File: config.mk
export PLATFORM = sky130hd
export DESIGN_NAME = fpu_arb_flat
export DESIGN_NICKNAME = d
export VERILOG_FILES = /design/src/rtl/fpu_arb_if.sv /design/src/rtl/fpu_arb.sv /design/src/flat_wrapper.sv
export SDC_FILE = /design/constraint.sdc
export NUM_CORES = 1
export LEC_CHECK = 0
export BUFFER_PORTS_ARGS = -buffer_cell sky130_fd_sc_hd__buf_2
export CAP_MARGIN = 20
export CORE_AREA = 2 2 159 161
export CTS_CLUSTER_DIAMETER = 40
export DETAILED_ROUTE_END_ITERATION = 8
export DIE_AREA = 0 0 161 163
export PLACE_DENSITY = 0.6
export SYNTH_ARGS = -nofsm -noshare
export SYNTH_HDL_FRONTEND = slang
export SYNTH_SLANG_ARGS = --single-unit
File: constraint.sdc
create_clock -name clk_i -period 4.7 [get_ports clk_i]
set_input_delay 0.94 -clock clk_i [delete_from_list [all_inputs] [get_ports clk_i]]
set_output_delay 0.94 -clock clk_i [all_outputs]
set_load 0.005 [all_outputs]
File: src/rtl/fpu_arb_if.sv
// Signal bundle between fpu_arb and its environment: two request ports, the FPU
// issue/response handshakes, the register-file write-back port and the hazard query.
interface fpu_arb_if #(
    parameter int DATA_W = 32,
    parameter int TAG_W  = 5
);
    logic                  req0_valid_i;
    logic                  req0_ready_o;
    logic [3:0]            req0_op_i;
    logic                  req0_op_mod_i;
    logic [3*DATA_W-1:0]   req0_operands_i;
    logic [TAG_W-1:0]      req0_tag_i;

    logic                  req1_valid_i;
    logic                  req1_ready_o;
    logic [3:0]            req1_op_i;
    logic                  req1_op_mod_i;
    logic [3*DATA_W-1:0]   req1_operands_i;
    logic [TAG_W-1:0]      req1_tag_i;

    logic                  fpu_in_valid_o;
    logic                  fpu_in_ready_i;
    logic [3:0]            fpu_op_o;
    logic                  fpu_op_mod_o;
    logic [3*DATA_W-1:0]   fpu_operands_o;
    logic [TAG_W-1:0]      fpu_tag_o;

    logic                  fpu_out_valid_i;
    logic                  fpu_out_ready_o;
    logic [DATA_W-1:0]     fpu_result_i;
    logic [TAG_W-1:0]      fpu_tag_i;

    logic                  wb_wren_o;
    logic [TAG_W-1:0]      wb_waddr_o;
    logic [DATA_W-1:0]     wb_wdata_o;

    logic [TAG_W-1:0]      hz_addr_i;
    logic                  hz_pending_o;
    logic                  busy_o;
    logic                  err_o;

    modport slave (
        input  req0_valid_i, req0_op_i, req0_op_mod_i, req0_operands_i, req0_tag_i,
        output req0_ready_o,
        input  req1_valid_i, req1_op_i, req1_op_mod_i, req1_operands_i, req1_tag_i,
        output req1_ready_o,
        output fpu_in_valid_o, fpu_op_o, fpu_op_mod_o, fpu_operands_o, fpu_tag_o,
        input  fpu_in_ready_i,
        input  fpu_out_valid_i, fpu_result_i, fpu_tag_i,
        output fpu_out_ready_o,
        output wb_wren_o, wb_waddr_o, wb_wdata_o,
        input  hz_addr_i,
        output hz_pending_o, busy_o, err_o
    );

    modport master (
        output req0_valid_i, req0_op_i, req0_op_mod_i, req0_operands_i, req0_tag_i,
        input  req0_ready_o,
        output req1_valid_i, req1_op_i, req1_op_mod_i, req1_operands_i, req1_tag_i,
        input  req1_ready_o,
        input  fpu_in_valid_o, fpu_op_o, fpu_op_mod_o, fpu_operands_o, fpu_tag_o,
        output fpu_in_ready_i,
        output fpu_out_valid_i, fpu_result_i, fpu_tag_i,
        input  fpu_out_ready_o,
        input  wb_wren_o, wb_waddr_o, wb_wdata_o,
        output hz_addr_i,
        input  hz_pending_o, busy_o, err_o
    );
endinterface

File: src/rtl/fpu_arb.sv
// Two-port round-robin FPU issue arbiter with a per-register pending scoreboard,
// in-flight limit and a one-cycle registered register-file write-back.
module fpu_arb #(
    parameter int DATA_W       = 32,
    parameter int TAG_W        = 5,
    parameter int MAX_INFLIGHT = 4
) (
    input  logic     clk_i,
    input  logic     rst_ni,
    fpu_arb_if.slave bus
);
    localparam int NREG  = 1 << TAG_W;
    localparam int CNT_W = $clog2(MAX_INFLIGHT + 1);
    localparam int PAY_W = 4 + 1 + 3 * DATA_W + TAG_W;

    localparam logic [CNT_W-1:0] CNT_LIMIT = CNT_W'(MAX_INFLIGHT);
    localparam logic [CNT_W-1:0] CNT_ZERO  = {CNT_W{1'b0}};
    localparam logic [CNT_W-1:0] CNT_ONE   = CNT_W'(32'd1);
    localparam logic [CNT_W-1:0] CNT_SAT   = {CNT_W{1'b1}};

    logic [NREG-1:0]   pending_q, pending_d;
    logic [CNT_W-1:0]  inflight_q, inflight_d;
    logic              rr_q, rr_d;
    logic              err_q, err_d;
    logic              wb_wren_q, wb_wren_d;
    logic [TAG_W-1:0]  wb_waddr_q, wb_waddr_d;
    logic [DATA_W-1:0] wb_wdata_q, wb_wdata_d;

    logic              slot_free_s;
    logic              elig0_s, elig1_s;
    logic              winner_s;
    logic              in_valid_s;
    logic              accept_s;
    logic              resp_s;
    logic              resp_err_s;
    logic [TAG_W-1:0]  win_tag_s;
    logic [PAY_W-1:0]  pay0_s, pay1_s, fpu_pay_s;

    assign slot_free_s = (inflight_q < CNT_LIMIT);
    assign elig0_s     = bus.req0_valid_i & ~pending_q[bus.req0_tag_i] & slot_free_s;
    assign elig1_s     = bus.req1_valid_i & ~pending_q[bus.req1_tag_i] & slot_free_s;
    assign in_valid_s  = elig0_s | elig1_s;
    assign accept_s    = in_valid_s & bus.fpu_in_ready_i;
    assign resp_s      = bus.fpu_out_valid_i;
    // A response is suspicious if nothing was outstanding or its register was never issued.
    assign resp_err_s  = resp_s & ((inflight_q == CNT_ZERO) | ~pending_q[bus.fpu_tag_i]);

    assign pay0_s = {bus.req0_op_i, bus.req0_op_mod_i, bus.req0_operands_i, bus.req0_tag_i};
    assign pay1_s = {bus.req1_op_i, bus.req1_op_mod_i, bus.req1_operands_i, bus.req1_tag_i};

    // Round-robin pick between the eligible ports.
    always_comb begin
        winner_s = 1'b0;
        if (elig0_s && elig1_s) begin
            winner_s = rr_q;
        end else if (elig1_s) begin
            winner_s = 1'b1;
        end else begin
            winner_s = 1'b0;
        end
    end

    // Steer the winner's payload to the FPU, zeroed while nothing is eligible.
    always_comb begin
        fpu_pay_s = {PAY_W{1'b0}};
        win_tag_s = bus.req0_tag_i;
        if (!in_valid_s) begin
            fpu_pay_s = {PAY_W{1'b0}};
        end else if (winner_s) begin
            fpu_pay_s = pay1_s;
        end else begin
            fpu_pay_s = pay0_s;
        end
        if (winner_s) begin
            win_tag_s = bus.req1_tag_i;
        end else begin
            win_tag_s = bus.req0_tag_i;
        end
    end

    assign {bus.fpu_op_o, bus.fpu_op_mod_o, bus.fpu_operands_o, bus.fpu_tag_o} = fpu_pay_s;
    assign bus.fpu_in_valid_o  = in_valid_s;
    assign bus.req0_ready_o    = accept_s & ~winner_s;
    assign bus.req1_ready_o    = accept_s & winner_s;
    assign bus.fpu_out_ready_o = 1'b1;

    // Scoreboard, counter, arbitration pointer and write-back next state.
    always_comb begin
        pending_d  = pending_q;
        inflight_d = inflight_q;
        rr_d       = rr_q;
        err_d      = err_q | resp_err_s;
        wb_wren_d  = resp_s;
        wb_waddr_d = wb_waddr_q;
        wb_wdata_d = wb_wdata_q;

        // Clear before set so an issue to the same register in this cycle wins.
        if (resp_s) begin
            pending_d[bus.fpu_tag_i] = 1'b0;
            wb_waddr_d               = bus.fpu_tag_i;
            wb_wdata_d               = bus.fpu_result_i;
        end else begin
            wb_waddr_d = wb_waddr_q;
            wb_wdata_d = wb_wdata_q;
        end

        if (accept_s) begin
            pending_d[win_tag_s] = 1'b1;
            rr_d                 = ~winner_s;
        end else begin
            rr_d = rr_q;
        end

        case ({accept_s, resp_s})
            2'b10: begin
                if (inflight_q != CNT_SAT) begin
                    inflight_d = inflight_q + CNT_ONE;
                end else begin
                    inflight_d = inflight_q;
                end
            end
            2'b01: begin
                if (inflight_q != CNT_ZERO) begin
                    inflight_d = inflight_q - CNT_ONE;
                end else begin
                    inflight_d = inflight_q;
                end
            end
            default: begin
                inflight_d = inflight_q;
            end
        endcase
    end

    // State registers, cleared immediately by reset.
    always_ff @(posedge clk_i or negedge rst_ni) begin
        if (!rst_ni) begin
            pending_q  <= {NREG{1'b0}};
            inflight_q <= CNT_ZERO;
            rr_q       <= 1'b0;
            err_q      <= 1'b0;
            wb_wren_q  <= 1'b0;
            wb_waddr_q <= {TAG_W{1'b0}};
            wb_wdata_q <= {DATA_W{1'b0}};
        end else begin
            pending_q  <= pending_d;
            inflight_q <= inflight_d;
            rr_q       <= rr_d;
            err_q      <= err_d;
            wb_wren_q  <= wb_wren_d;
            wb_waddr_q <= wb_waddr_d;
            wb_wdata_q <= wb_wdata_d;
        end
    end

    assign bus.wb_wren_o    = wb_wren_q;
    assign bus.wb_waddr_o   = wb_waddr_q;
    assign bus.wb_wdata_o   = wb_wdata_q;
    assign bus.err_o        = err_q;
    assign bus.busy_o       = (inflight_q != CNT_ZERO) | wb_wren_q;
    assign bus.hz_pending_o = pending_q[bus.hz_addr_i] | (wb_wren_q & (wb_waddr_q == bus.hz_addr_i));
endmodule

File: src/flat_wrapper.sv
// flat-port wrapper written by rule: the top's interface ports become plain ports
module fpu_arb_flat 
#(
    parameter int DATA_W       = 32,
    parameter int TAG_W        = 5,
    parameter int MAX_INFLIGHT = 4
)
  (clk_i, rst_ni, bus_req0_valid_i, bus_req0_op_i, bus_req0_op_mod_i, bus_req0_operands_i, bus_req0_tag_i, bus_req0_ready_o, bus_req1_valid_i, bus_req1_op_i, bus_req1_op_mod_i, bus_req1_operands_i, bus_req1_tag_i, bus_req1_ready_o, bus_fpu_in_valid_o, bus_fpu_op_o, bus_fpu_op_mod_o, bus_fpu_operands_o, bus_fpu_tag_o, bus_fpu_in_ready_i, bus_fpu_out_valid_i, bus_fpu_result_i, bus_fpu_tag_i, bus_fpu_out_ready_o, bus_wb_wren_o, bus_wb_waddr_o, bus_wb_wdata_o, bus_hz_addr_i, bus_hz_pending_o, bus_busy_o, bus_err_o);
  fpu_arb_if #(.DATA_W(DATA_W), .TAG_W(TAG_W)) bus_i ();
  input  logic clk_i;
  input  logic rst_ni;
  input wire logic [$bits(bus_i.req0_valid_i)-1:0] bus_req0_valid_i;
  input wire logic [$bits(bus_i.req0_op_i)-1:0] bus_req0_op_i;
  input wire logic [$bits(bus_i.req0_op_mod_i)-1:0] bus_req0_op_mod_i;
  input wire logic [$bits(bus_i.req0_operands_i)-1:0] bus_req0_operands_i;
  input wire logic [$bits(bus_i.req0_tag_i)-1:0] bus_req0_tag_i;
  output wire logic [$bits(bus_i.req0_ready_o)-1:0] bus_req0_ready_o;
  input wire logic [$bits(bus_i.req1_valid_i)-1:0] bus_req1_valid_i;
  input wire logic [$bits(bus_i.req1_op_i)-1:0] bus_req1_op_i;
  input wire logic [$bits(bus_i.req1_op_mod_i)-1:0] bus_req1_op_mod_i;
  input wire logic [$bits(bus_i.req1_operands_i)-1:0] bus_req1_operands_i;
  input wire logic [$bits(bus_i.req1_tag_i)-1:0] bus_req1_tag_i;
  output wire logic [$bits(bus_i.req1_ready_o)-1:0] bus_req1_ready_o;
  output wire logic [$bits(bus_i.fpu_in_valid_o)-1:0] bus_fpu_in_valid_o;
  output wire logic [$bits(bus_i.fpu_op_o)-1:0] bus_fpu_op_o;
  output wire logic [$bits(bus_i.fpu_op_mod_o)-1:0] bus_fpu_op_mod_o;
  output wire logic [$bits(bus_i.fpu_operands_o)-1:0] bus_fpu_operands_o;
  output wire logic [$bits(bus_i.fpu_tag_o)-1:0] bus_fpu_tag_o;
  input wire logic [$bits(bus_i.fpu_in_ready_i)-1:0] bus_fpu_in_ready_i;
  input wire logic [$bits(bus_i.fpu_out_valid_i)-1:0] bus_fpu_out_valid_i;
  input wire logic [$bits(bus_i.fpu_result_i)-1:0] bus_fpu_result_i;
  input wire logic [$bits(bus_i.fpu_tag_i)-1:0] bus_fpu_tag_i;
  output wire logic [$bits(bus_i.fpu_out_ready_o)-1:0] bus_fpu_out_ready_o;
  output wire logic [$bits(bus_i.wb_wren_o)-1:0] bus_wb_wren_o;
  output wire logic [$bits(bus_i.wb_waddr_o)-1:0] bus_wb_waddr_o;
  output wire logic [$bits(bus_i.wb_wdata_o)-1:0] bus_wb_wdata_o;
  input wire logic [$bits(bus_i.hz_addr_i)-1:0] bus_hz_addr_i;
  output wire logic [$bits(bus_i.hz_pending_o)-1:0] bus_hz_pending_o;
  output wire logic [$bits(bus_i.busy_o)-1:0] bus_busy_o;
  output wire logic [$bits(bus_i.err_o)-1:0] bus_err_o;
  assign bus_i.req0_valid_i = bus_req0_valid_i;
  assign bus_i.req0_op_i = bus_req0_op_i;
  assign bus_i.req0_op_mod_i = bus_req0_op_mod_i;
  assign bus_i.req0_operands_i = bus_req0_operands_i;
  assign bus_i.req0_tag_i = bus_req0_tag_i;
  assign bus_req0_ready_o = bus_i.req0_ready_o;
  assign bus_i.req1_valid_i = bus_req1_valid_i;
  assign bus_i.req1_op_i = bus_req1_op_i;
  assign bus_i.req1_op_mod_i = bus_req1_op_mod_i;
  assign bus_i.req1_operands_i = bus_req1_operands_i;
  assign bus_i.req1_tag_i = bus_req1_tag_i;
  assign bus_req1_ready_o = bus_i.req1_ready_o;
  assign bus_fpu_in_valid_o = bus_i.fpu_in_valid_o;
  assign bus_fpu_op_o = bus_i.fpu_op_o;
  assign bus_fpu_op_mod_o = bus_i.fpu_op_mod_o;
  assign bus_fpu_operands_o = bus_i.fpu_operands_o;
  assign bus_fpu_tag_o = bus_i.fpu_tag_o;
  assign bus_i.fpu_in_ready_i = bus_fpu_in_ready_i;
  assign bus_i.fpu_out_valid_i = bus_fpu_out_valid_i;
  assign bus_i.fpu_result_i = bus_fpu_result_i;
  assign bus_i.fpu_tag_i = bus_fpu_tag_i;
  assign bus_fpu_out_ready_o = bus_i.fpu_out_ready_o;
  assign bus_wb_wren_o = bus_i.wb_wren_o;
  assign bus_wb_waddr_o = bus_i.wb_waddr_o;
  assign bus_wb_wdata_o = bus_i.wb_wdata_o;
  assign bus_i.hz_addr_i = bus_hz_addr_i;
  assign bus_hz_pending_o = bus_i.hz_pending_o;
  assign bus_busy_o = bus_i.busy_o;
  assign bus_err_o = bus_i.err_o;
  fpu_arb #(.DATA_W(DATA_W), .TAG_W(TAG_W), .MAX_INFLIGHT(MAX_INFLIGHT)) u_core (.clk_i(clk_i), .rst_ni(rst_ni), .bus(bus_i));
endmodule
# --- Yosys cells after proc, flatten, opt, wreduce, memory -nomap -nowiden ---
# Cells that the tools add are included.
totals:
  register_bits: 75
  latchBits: 0
  ramBits: 0
  mem_bits_ro: 0
  input_bits: 260
  output_inout_bits: 151
  elab_cells: 73
  n_memories: 0
classes:
  addsub: 2
  multipliers: 0
  div: 0
  order_cmp: 8
  n_eq_ne: 6
  shift: 0
  muxes: 22
  bitwise: 21
  reduce_logical: 7
ops:
  columns: ["operator", "n"]
  rows:
  - ["2-to-1 mux 106 bit", 2]
  - ["2-to-1 mux 32 bit", 2]
  - ["bitwise AND 32 bit", 1]
  - ["NOT 32 bit", 1]
  - ["OR 32 bit", 1]
  - ["< comparator 5 x 6 -> 1 bit, second input constant", 5]
  - ["binary-select mux 1 bit (select 5 bit)", 4]
  - ["demux 1 bit (select 5 bit)", 2]
  - ["greater-or-equal comparator 5 x 1 -> 1 bit, second input constant", 2]
  - ["bitwise AND 1 bit", 9]
  - ["2-to-1 mux 1 bit", 8]
  - ["2-to-1 mux 3 bit", 2]
  - ["case mux 3 bit (2 select lines)", 1]
  - ["== test 5 bit", 1]
  - ["2-to-1 mux 5 bit", 1]
  - ["OR 1 bit", 5]
  - ["!= test 2 x 1 -> 1 bit, second input constant", 2]
  - ["NOT 1 bit", 4]
  - ["adder 3 x 1 -> 3 bit, second input constant", 1]
  - ["logical AND 1 bit", 3]
  - ["logical NOT 3 bit", 1]
  - ["< comparator 3 bit, second input constant", 1]
  - ["!= test 3 bit, second input constant", 1]
  - ["AND reduction 3 bit", 1]
  - ["other kinds (5)", 5]

# --- Logic depth before layout (Yosys ltp) ---
# Gate-level depths: netlist of run 1.
logic_depth:
  word_depth: 14
  mapped_depth: 16
  mapped_depth_nobuf: 11

# --- Worst setup path after synthesis of run 1 ---
# Ideal clock, no wire load.
synth_timing:
  path_kind: "input -> output"
  from: "in bus_req0_tag_i[2]"
  to: "out bus_fpu_tag_o[4]"
  arrival_ns: 2.931
  t_required_ns: 3.760
  path_slack_ns: 0.829
  stages: 10
  path_buffers: 4
  cell_sequence: "clkbuf_1 -> buf_2 -> mux2i_1 -> o221ai_1 -> or4_4 -> nand2_4 -> buf_2 -> buf_4 -> o21ai_1 -> a21oi_1"
synth_via:
  elab_chain_len: 9
  word_cells_on_any_way: 10
  cone_classes: "5 x mux; 4 x bitwise; 1 x reduce/logical"
synth_rtl:
  columns: ["item", "line", "rtl"]
  rows:
  - ["start: declaration", "flat_wrapper.sv:16", "input wire logic [$bits(bus_i.req0_tag_i)-1:0] bus_req0_tag_i;"]
  - ["binary-select mux 1 bit (select 5 bit) (*)", "fpu_arb.sv:40", "assign elig0_s = bus.req0_valid_i & ~pending_q[bus.req0_tag_i] & slot_free_s;"]
  - ["2-to-1 mux 1 bit (implied by the code) (*)", "fpu_arb.sv:40", null]
  - ["NOT 1 bit (*)", "fpu_arb.sv:40", null]
  - ["bitwise AND 1 bit (*) (2 in a row)", "fpu_arb.sv:40", null]
  - ["logical AND 1 bit", "fpu_arb.sv:54", "if (elig0_s && elig1_s) begin"]
  - ["2-to-1 mux 1 bit", "fpu_arb.sv:54", null]
  - ["2-to-1 mux 106 bit", "fpu_arb.sv:69", "end else if (winner_s) begin"]
  - ["2-to-1 mux 106 bit (*)", "fpu_arb.sv:67", "if (!in_valid_s) begin"]
  - ["end: declaration", "flat_wrapper.sv:28", "output wire logic [$bits(bus_i.fpu_tag_o)-1:0] bus_fpu_tag_o;"]
# Mark *: on every way between the ends. The rest lies on a longest branch, timed or not. The select of a mux whose other input is x is not followed.

# --- Final worst setup path of run 1 ---
layout_timing:
  from: "in bus_req0_tag_i[0]"
  to: "out bus_fpu_operands_o[30]"
layout_via:
  elab_chain_len: 9
  word_cells_on_any_way: 10
  cone_classes: "5 x mux; 4 x bitwise; 1 x reduce/logical"
layout_rtl:
  columns: ["item", "line", "rtl"]
  rows:
  - ["binary-select mux 1 bit (select 5 bit) (*)", "fpu_arb.sv:40", null]
  - ["2-to-1 mux 1 bit (implied by the code) (*)", "fpu_arb.sv:40", null]
  - ["NOT 1 bit (*)", "fpu_arb.sv:40", null]
  - ["bitwise AND 1 bit (*) (2 in a row)", "fpu_arb.sv:40", null]
  - ["logical AND 1 bit", "fpu_arb.sv:54", null]
  - ["2-to-1 mux 1 bit", "fpu_arb.sv:54", null]
  - ["2-to-1 mux 106 bit", "fpu_arb.sv:69", null]
  - ["2-to-1 mux 106 bit (*)", "fpu_arb.sv:67", null]
  - ["end: declaration", "flat_wrapper.sv:27", "output wire logic [$bits(bus_i.fpu_operands_o)-1:0] bus_fpu_operands_o;"]
# Marked as above.

==> results.json, run 1 <==
{
  "finalHoldViolCount": 0,
  "synth_area_leaders": "dfrtp_1 (26%), mux2i_1 (17%), mux4_2 (7.5%)",
  "drt_first_pass_iters": 6,
  "slew_violations": 0,
  "synth_top_family_by_area": "multiplexers",
  "die_x_um": 161,
  "wire_per_inst_um": 22.6,
  "synth_compound_area_share_pct": 16.7,
  "synth.avg_cell_area_sq_um": 8.48,
  "p_per_area_mw_per_mm2": 306,
  "status": "finished clean",
  "drive_above_1_share_pct": 42.9,
  "synth-async-reset-ratio_pct": 100,
  "min_path_type": "flip-flop to flip-flop",
  "core_sq_mm": 0.0247,
  "ir_drop_mv": 0.207,
  "track_usage_pct": 25.8,
  "synthFlopType": "dfrtp_1",
  "critPathCaptureType": "primary output",
  "htree_levels": 3,
  "tns_ns": 0,
  "period_share_pct": 99.2,
  "rows": 58,
  "dieArea_sq_mm": 0.0262,
  "synth-warning-count": 0,
  "cts_setup_buffers": 0,
  "dp_hpwl_um": 28500,
  "cts_tree": "built",
  "vias": 8279,
  "synth_cells": 848,
  "crit_type": "input pin to primary output",
  "dp_slack_ns": 0.168,
  "final_util_pct": 40.2,
  "arrival_ns": 3.72,
  "grt_start_max_net_pins": 87,
  "grt_pass1_vias": 7600,
  "worst_slack_ns": 0.0364,
  "cts.repair.resized": 0,
  "path_clk_slew_ns": 0.06,
  "cts_buffers": 9,
  "place_congestion": 0.934,
  "ant_nets": 0,
  "netlist-cell-type-count": 60,
  "synth_edf_count": 0,
  "tightestPinTransition_ns": 0.987,
  "timing.rr.start": "u_core.pending_q[19]",
  "via_per_inst": 5.29,
  "synth-adder-area-share_pct": 0.626,
  "required_ns": 3.76,
  "hold_buffers": 0,
  "clock_sinks": 75,
  "fillers": 2539,
  "initial_core_util_pct": 29.2,
  "synth_most_common_cell": "mux2i_1",
  "initialDrtViolationCount": 969,
  "drv_cap": 0,
  "setup_viol": 0,
  "port_buffers": 409,
  "synth_common_cells": "mux2i_1 (122), inv_1 (116), nand2_1 (113)",
  "startpoint_type": "input pin",
  "netlist.area_leader.share_pct": 26.1,
  "synth.yosys.seq_area_share_pct": 26.1,
  "worstHoldStart": "u_core.bus.err_o",
  "cts_buffer_depth": 2,
  "synth_nets": 1111,
  "fin_nets": 1493,
  "min_period_ns": 4.66,
  "post_synth_xor_area_fraction_pct": 0.731,
  "fmax_mhz": 214,
  "crit_fanout": 36,
  "grt_overflow": 0,
  "synth-simple-area-share_pct": 14.2,
  "synth-seq-cells": 75,
  "power_uw": 3030,
  "relSlewSlack_pct": 34.2,
  "area_growth_syn_to_layout_pct": 37.8,
  "rsz0062_at_grt": "false",
  "clock_latency_ns": 0.34,
  "grt_first_pass_wirelength_um": 50200,
  "drt-total-wl_um": 35500,
  "clock_skew_ns": 0.00724,
  "crit_start": "bus_req0_tag_i[0]",
  "die_h_um": 163,
  "synthMuxAreaShare_pct": 30.3,
  "syn_area_sq_mm": 0.00719,
  "cts_root_buffer": "clkbuf_16",
  "p_leak_uw": 0.00494,
  "post-route-drc-count": 0,
  "synth_top_area_cell": "dfrtp_1",
  "antenna_found_initial": 6,
  "pin_count": 411
}
[worst paths after layout]
path | depth (start not counted) | end | slack, ns
worst max-delay path | 10 | bus_fpu_operands_o[30] | 0.04
worst min-delay path | 1 | u_core.bus.err_o | 0.49
worst max register to register | 11 | u_core.inflight_q[2] | 1.36
worst min register to register | 1 | u_core.bus.err_o | 0.49
max in group asynchronous | 2 | u_core.pending_q[24] | 3.22
min in group asynchronous | 2 | u_core.bus.wb_wdata_o[12] | 0.84
[per-layer routing]
metal | GRT usage (%) | up-vias | routed length (um)
met1 | 37.4 | 3941 | 15600
met4 | 4.02 | 0 | 398
met3 | 7.79 | 38 | 4220
li1 | - | 3739 | -
met2 | 38.4 | 561 | 15200
met5 | 0 | - | 0
[power breakdown]
part / switching [uW] / internal [uW]
sequential: 51.7 / 701
combinational: 875 / 666
clock: 275 / 461
total: 1200 / 1830
[critical path: stages]
cell	delay, ns
buf_2	0.21
or2_1	0.40
o32ai_1	0.58
or4_4	0.26
nand2_4	0.06
nor2_4	0.17
buf_12	0.28
mux2i_1	0.45
buf_4	0.22
buf_2	0.12
[cells in the final DEF (no fill, tap or decap), drive strengths merged, types with 10 or more instances in the layout]
| master | netlist | layout |
|---|---|---|
| mux2 | 37 | 37 |
| mux4 | 24 | 24 |
| dfrtp | 75 | 75 |
| mux2i | 122 | 122 |
| a22oi | 25 | 25 |
| nor2 | 36 | 36 |
| clkbuf | 37 | 10 |
| nand2 | 114 | 114 |
| inv | 118 | 118 |
| nand3b | 10 | 10 |
| nand2b | 11 | 11 |
| o31a | 11 | 11 |
| o21ai | 65 | 65 |
| o41a | 13 | 13 |
| buf | 35 | 443 |
| nand3 | 19 | 19 |
[kinds of logic after synthesis]
kind of cell | after synthesis
other | 1
XOR/XNOR | 6
buffers and inverters | 190
AND/OR/NAND/NOR | 221
flip-flops | 75
AO/OA/AOI/OAI | 169
adder cells (fa/ha/maj) | 3
multiplexers | 183
[state kept, by name, indices dropped and copies added, names as in the netlist]
register and cells:
u_core.rr_q 1, u_core.pending_q 32, u_core.bus.wb_wren_o 1, u_core.inflight_q 3
u_core.bus.err_o 1, u_core.bus.wb_waddr_o 5, u_core.bus.wb_wdata_o 32
[layout make-up]
class | count | area [sq um] | share of cell area (%)
well taps | 330 | 413 | 4.17
multi-input cells | 583 | 4530 | 45.7
inverters | 118 | 443 | 4.47
repair buffers | 443 | 2340 | 23.6
flip-flops and latches | 75 | 1880 | 18.9
clock inverters | 5 | 78.8 | 0.795
diodes | 2 | 5.00 | 0.0505
clock buffers | 10 | 229 | 2.31
[through the flow]
stage	instances	hold WS [ns]	instance area (sq um)
after global routing	1564	0.507	9910
after CTS	1564	0.484	9910
after floorplan	848	0.459	7190
after global placement	1549	0.450	9600
after detailed placement	1549	0.469	9600
final	1566	0.490	9910
No activity file was read; power rests on OpenSTA's default activity.
==> run 2, diff against run 1 <==
--- a/config.mk
+++ b/config.mk
@@ -8,9 +8,9 @@
 export BUFFER_PORTS_ARGS = -buffer_cell sky130_fd_sc_hd__buf_2
 export CAP_MARGIN = 20
-export CORE_AREA = 2 2 159 161
+export CORE_AREA = 2 2 162 164
 export CTS_CLUSTER_DIAMETER = 40
 export DETAILED_ROUTE_END_ITERATION = 8
-export DIE_AREA = 0 0 161 163
-export PLACE_DENSITY = 0.6
+export DIE_AREA = 0 0 164 166
+export PLACE_DENSITY = 0.61
 export SYNTH_ARGS = -nofsm -noshare
 export SYNTH_HDL_FRONTEND = slang
==> constraint.sdc (replaced) <==
create_clock -name clk_i -period 3.75 [get_ports clk_i]
set_input_delay 0.75 -clock clk_i [delete_from_list [all_inputs] [get_ports clk_i]]
set_output_delay 0.75 -clock clk_i [all_outputs]
set_load 0.1 [all_outputs]
==> results.json, run 2 (synthesis results as in run 1) <==
{
  "ant_nets": 0,
  "clock_latency_ns": 0.35,
  "crit_fanout": 11,
  "drt_first_pass_iters": 5,
  "initial_core_util_pct": 28.1,
  "clock_sinks": 75,
  "worstPathCellList": "mux4_2 -> a22o_1 -> or4_4 -> nand2_4 -> nor2_4 -> buf_12 -> buf_12 -> buf_12 -> mux2i_2 -> buf_4 -> buf_12",
  "relSlewSlack_pct": 38.3,
  "intPower_uw": 3860,
  "finalInstanceArea_sq_mm": 0.0138,
  "grt_pass1_vias": 8825,
  "fillers": 2229,
  "tightestPinTransition_ns": 0.926,
  "htree_levels": 3,
  "dieArea_sq_mm": 0.0272,
  "drv_cap": 0,
  "vias": 8811,
  "core_sq_mm": 0.0256,
  "grt_overflow": 0,
  "critical-path-slowest-cell": "mux4_2",
  "place_area_sq_mm": 0.0123,
  "p_sw_uw": 4670,
  "area_growth_syn_to_layout_pct": 91.2,
  "setup_viol": 70,
  "critPathCaptureType": "primary output",
  "cts_tree": "built",
  "grt_start_max_net_pins": 42,
  "cp_top_family": "buffers and inverters",
  "path_clk_slew_ns": 0.07,
  "p_comb_share_pct": 78.5,
  "wire_per_inst_um": 24.7,
  "max_stage_delay_ns": 0.50,
  "dp_cells": 1621,
  "cts_buffers": 9,
  "final_common_cell": "buf_2",
  "crit_type": "flip-flop to primary output",
  "most-common-layout-cells": "buf_2 (296), buf_12 (124), inv_1 (116)",
  "hold_buffers": 0,
  "post-route-drc-count": 0,
  "pin_count": 411,
  "place_congestion": 1.02,
  "rows": 59,
  "violations": "negative setup slack",
  "worstHoldStart": "u_core.bus.err_o",
  "critPathBufInv": 5,
  "die_h_um": 166,
  "fin_nets": 1584,
  "grt-busiest-layer": "met2",
  "crit_start": "u_core.pending_q[21]",
  "ir_drop_mv": 0.469,
  "p_per_area_mw_per_mm2": 620,
  "port_buffers": 409,
  "required_ns": 3.00,
  "dp_hpwl_um": 33300,
  "status": "complete, but fails checks",
  "met3_usage_pct": 13.3,
  "slew_violations": 0,
  "drive_above_1_share_pct": 55.0,
  "initialDrtViolationCount": 907,
  "min_period_ns": 3.89,
  "cts_root_buffer": "clkbuf_16",
  "grt_util_met1_pct": 34.7,
  "p_leak_uw": 0.00604,
  "worst_slack_ns": -0.136,
  "crit_top_cell": "buf_12",
  "timing.rr.start": "u_core.pending_q[31]",
  "p_sw_share_pct": 54.7,
  "drt-total-wl_um": 41300,
  "pwr-share-clk_pct": 10.4,
  "grt_first_pass_wirelength_um": 57900,
  "period_share_pct": 104,
  "via_per_inst": 5.28,
  "die_x_um": 164,
  "antenna_found_initial": 16,
  "finalHoldViolCount": 0,
  "p_seq_share_pct": 11.1,
  "stdcell_count": 1670,
  "rsz0062_at_grt": "true",
  "min_path_type": "flip-flop to flip-flop",
  "track_usage_pct": 29.6,
  "cts_buffer_depth": 2,
  "gr-usage-met2_pct": 46.6,
  "arrival_ns": 3.14,
  "clock_skew_ns": 0.0105,
  "fmax_mhz": 257,
  "startpoint_type": "flip-flop"
}
==> run 2: cell types whose count changed in the layout (fill, tap and decap cells not counted), moves of 5 or more <==
| cell | change |
|---|---|
| a21oi_1 | -6 |
| buf_4 | +64 |
| mux2i_1 | -90 |
| buf_12 | +121 |
| diode_2 | +7 |
| a21oi_4 | +5 |
| mux2i_4 | +82 |
| buf_6 | +10 |
| mux2i_2 | +8 |
| buf_2 | -113 |
==> run 2: power groups by stage <==
stage / Sequential, uW / Clock (uW) / Combinational [uW]
after floorplan: 1240 / 0 / 3570
after global placement: 956 / 0 / 6060
after detailed placement: 957 / 0 / 6090
after CTS: 943 / 905 / 6580
after global routing: 953 / 938 / 6880
final: 946 / 890 / 6690
==> run 2: worst paths after layout <==
path / depth (start not counted) / slack, ns / end
max in group asynchronous: 2 / 2.52 / u_core.bus.wb_wdata_o[21]
worst max-delay path: 11 / -0.14 / bus_fpu_operands_o[67]
min in group asynchronous: 1 / 0.52 / u_core.bus.wb_wdata_o[27]
worst max register to register: 14 / 0.38 / u_core.inflight_q[2]
worst min-delay path: 1 / 0.46 / u_core.bus.err_o
worst min register to register: 1 / 0.46 / u_core.bus.err_o
==> run 2: through the flow <==
stage / setup WS (ns) / util, % / hold slack (ns) / power (uW) / TNS, ns
2_1_floorplan: -0.935 / - / 0.454 / 4810 / -60.96
3_3_place_gp: -0.283 / 48.2 / 0.446 / 7020 / -12.71
3_5_place_dp: -0.273 / 48.2 / 0.454 / 7050 / -12.66
4_1_cts: -0.155 / 52.7 / 0.471 / 8420 / -3.44
5_1_grt: -0.204 / 53.7 / 0.475 / 8770 / -9.28
6_report: -0.136 / 53.7 / 0.464 / 8530 / -3.29
==> run 2: worst reg2reg max path: cells and delay by family (launching register included) <==
kind                     cells  cell delay [ns]
multiplexers                 1             0.15
AO/OA/AOI/OAI                3             1.01
AND/OR/NAND/NOR              2             0.15
flip-flops                   1             0.50
XOR/XNOR                     2             0.28
buffers and inverters        4             0.54
adder cells (fa/ha/maj)      2             0.60
==> run 2: what timing repair did <==
item | 4_1_cts | 5_1_grt
buffers inserted | 13 | 12
endpoints found under the setup margin | 107 | 111
pin swaps | 7 | 2
gates cloned | 5 | 0
resized for setup | 102 | 34
==> run 2: routing by layer <==
metal,routed length (um),part of all wire (%)
met1,14700,36
met2,19200,46
met3,5790,14
met4,1610,3.9
met5,22,0.053
==> run 2: final cells by class <==
| class | count | area [sq um] | share of cell area (%) |
|---|---|---|---|
| well taps | 335 | 419 | 3.05 |
| clock inverters | 7 | 76.3 | 0.555 |
| repair buffers | 533 | 4970 | 36.1 |
| diodes | 9 | 22.5 | 0.164 |
| multi-input cells | 584 | 5720 | 41.6 |
| inverters | 118 | 443 | 3.22 |
| clock buffers | 9 | 225 | 1.64 |
| flip-flops and latches | 75 | 1880 | 13.7 |
==> run 3, diff against run 2 <==
BUFFER_PORTS_ARGS = unset   (was -buffer_cell sky130_fd_sc_hd__buf_2)
CORE_AREA = 2 2 159 161   (was 2 2 162 164)
DIE_AREA = 0 0 161 163   (was 0 0 164 166)
DONT_BUFFER_PORTS = 1   (was unset)
PLACE_DENSITY = 0.47   (was 0.61)
==> results.json, run 3 (synthesis results as in run 1) <==
{
  "initialDrtViolationCount": 648,
  "drt-total-wl_um": 30300,
  "multi_input_area_sq_mm": 0.00557,
  "p_leak_uw": 0.00448,
  "relSlewSlack_pct": 38.3,
  "stdcell_count": 1288,
  "most-common-layout-cells": "buf_12 (118), inv_1 (116), nand2_1 (113)",
  "tns_ns": 0,
  "final_common_cell": "buf_12",
  "crit_fanout": 21,
  "cts_buffer_depth": 2,
  "core_sq_mm": 0.0247,
  "final_util_pct": 46.3,
  "crit_type": "flip-flop to primary output",
  "period_share_pct": 99.8,
  "setup_viol": 0,
  "port_buffers": 0,
  "fillers": 2315,
  "rsz0062_at_grt": "true",
  "min_period_ns": 3.74,
  "dp_hpwl_um": 23100,
  "slew_violations": 0,
  "fmax_mhz": 267,
  "critPathCaptureType": "primary output",
  "htree_levels": 3,
  "ir_drop_mv": 0.488,
  "p_per_area_mw_per_mm2": 687,
  "min_path_type": "input pin to async pin",
  "initial_core_util_pct": 29.2,
  "clock_sinks": 75,
  "vias": 7153,
  "tightestPinTransition_ns": 0.926,
  "cts_root_buffer": "clkbuf_16",
  "power_uw": 7850,
  "grt_first_pass_wirelength_um": 43300,
  "area_growth_syn_to_layout_pct": 58.7,
  "clock_skew_ns": 0.00626,
  "startpoint_type": "flip-flop",
  "finalHoldViolCount": 0,
  "die_h_um": 163,
  "place_congestion": 0.908,
  "via_per_inst": 5.55,
  "ant_nets": 0,
  "drv_cap": 0,
  "arrival_ns": 2.99,
  "grt_pass1_vias": 6918,
  "required_ns": 3.00,
  "cts_buffers": 9,
  "die_x_um": 161,
  "post-route-drc-count": 0,
  "dp_cells": 1259,
  "rows": 58,
  "antenna_found_initial": 1,
  "clock_latency_ns": 0.34,
  "dieArea_sq_mm": 0.0262,
  "cts_tree": "built",
  "pin_count": 411,
  "fin_nets": 1215,
  "track_usage_pct": 21.6,
  "grt_start_max_net_pins": 76,
  "wire_per_inst_um": 23.6,
  "path_clk_slew_ns": 0.06,
  "drt_first_pass_iters": 6,
  "grt_overflow": 0,
  "seq_area_sq_mm": 0.00188,
  "holdWs_ns": 0.0997,
  "status": "finished clean",
  "drive_above_1_share_pct": 37.9
}
-- run 3: cell types whose count changed in the layout (fill, tap and decap cells not counted), moves of 6 or more --
cell     previous run  this run
buf_2             296         0
buf_4              95        42
mux2i_2             8        34
mux2i_4            82        66
mux2i_1            32        22
buf_6              10         1
diode_2             9         1
buf_12            124       118
-- run 3: critical path, stage by stage, from the launching register on --
cell and delay, ns:
dfrtp_1 0.44, mux4_2 0.51, a22o_1 0.24, or4_4 0.44, nand2_4 0.12, nor2_4 0.06, buf_12 0.16, buf_12 0.18
mux2i_2 0.26, buf_12 0.21
-- run 3: per-stage QoR --
step,instance area [sq um],setup slack [ns]
final,11400,0.00598
after global routing,11400,-0.0441
after CTS,11000,0.00270
after detailed placement,10600,-0.252
after global placement,10600,-0.220
after floorplan,7750,-0.935
-- run 3: report_power, final --
| part | internal, uW | switching, uW | total [uW] |
|---|---|---|---|
| clock network | 584 | 350 | 934 |
| registers | 872 | 318 | 1190 |
| logic | 2110 | 3620 | 5720 |
-- run 3: final cells by class --
class,instances,share of cell area (%)
multi-input combinational,583,48.8
timing repair buffer,165,24.5
sequential,75,16.4
antenna,1,0.0219
tap,330,3.62
clock inverter,6,0.778
clock buffer,10,2.01
inverter,118,3.88
-- run 3: repair_timing --
item / CTS / global route
pin swaps: 1 / 2
hold endpoints to repair: 0 / 0
hold buffers: 0 / 0
gates cloned: 0 / 2
buffers inserted: 3 / 7
endpoints found under the setup margin: 102 / 87
gates resized for setup: 9 / 34
-- run 3: worst paths after layout --
kind | cells past startpoint | from | end | slack (ns)
max | 9 | u_core.pending_q[1] | bus_fpu_operands_o[55] | 0.006
min | 0 | rst_ni | u_core.pending_q[16] | 0.1
max reg2reg | 12 | u_core.pending_q[18] | u_core.inflight_q[2] | 0.57
min reg2reg | 1 | u_core.inflight_q[0] | u_core.inflight_q[0] | 0.56
max in group asynchronous | 0 | rst_ni | u_core.pending_q[21] | 3.53
min in group clk_i | 0 | bus_fpu_out_valid_i | u_core.bus.wb_wren_o | 0.44
-- run 3: routing by layer --
metal | up-vias | global-route usage [%] | share of wire (%)
met5 | - | 0 | 0
met4 | 0 | 4.95 | 1.9
met3 | 37 | 6.04 | 9.4
met2 | 462 | 37.9 | 51
met1 | 3451 | 26.4 | 37
li1 | 3203 | - | -
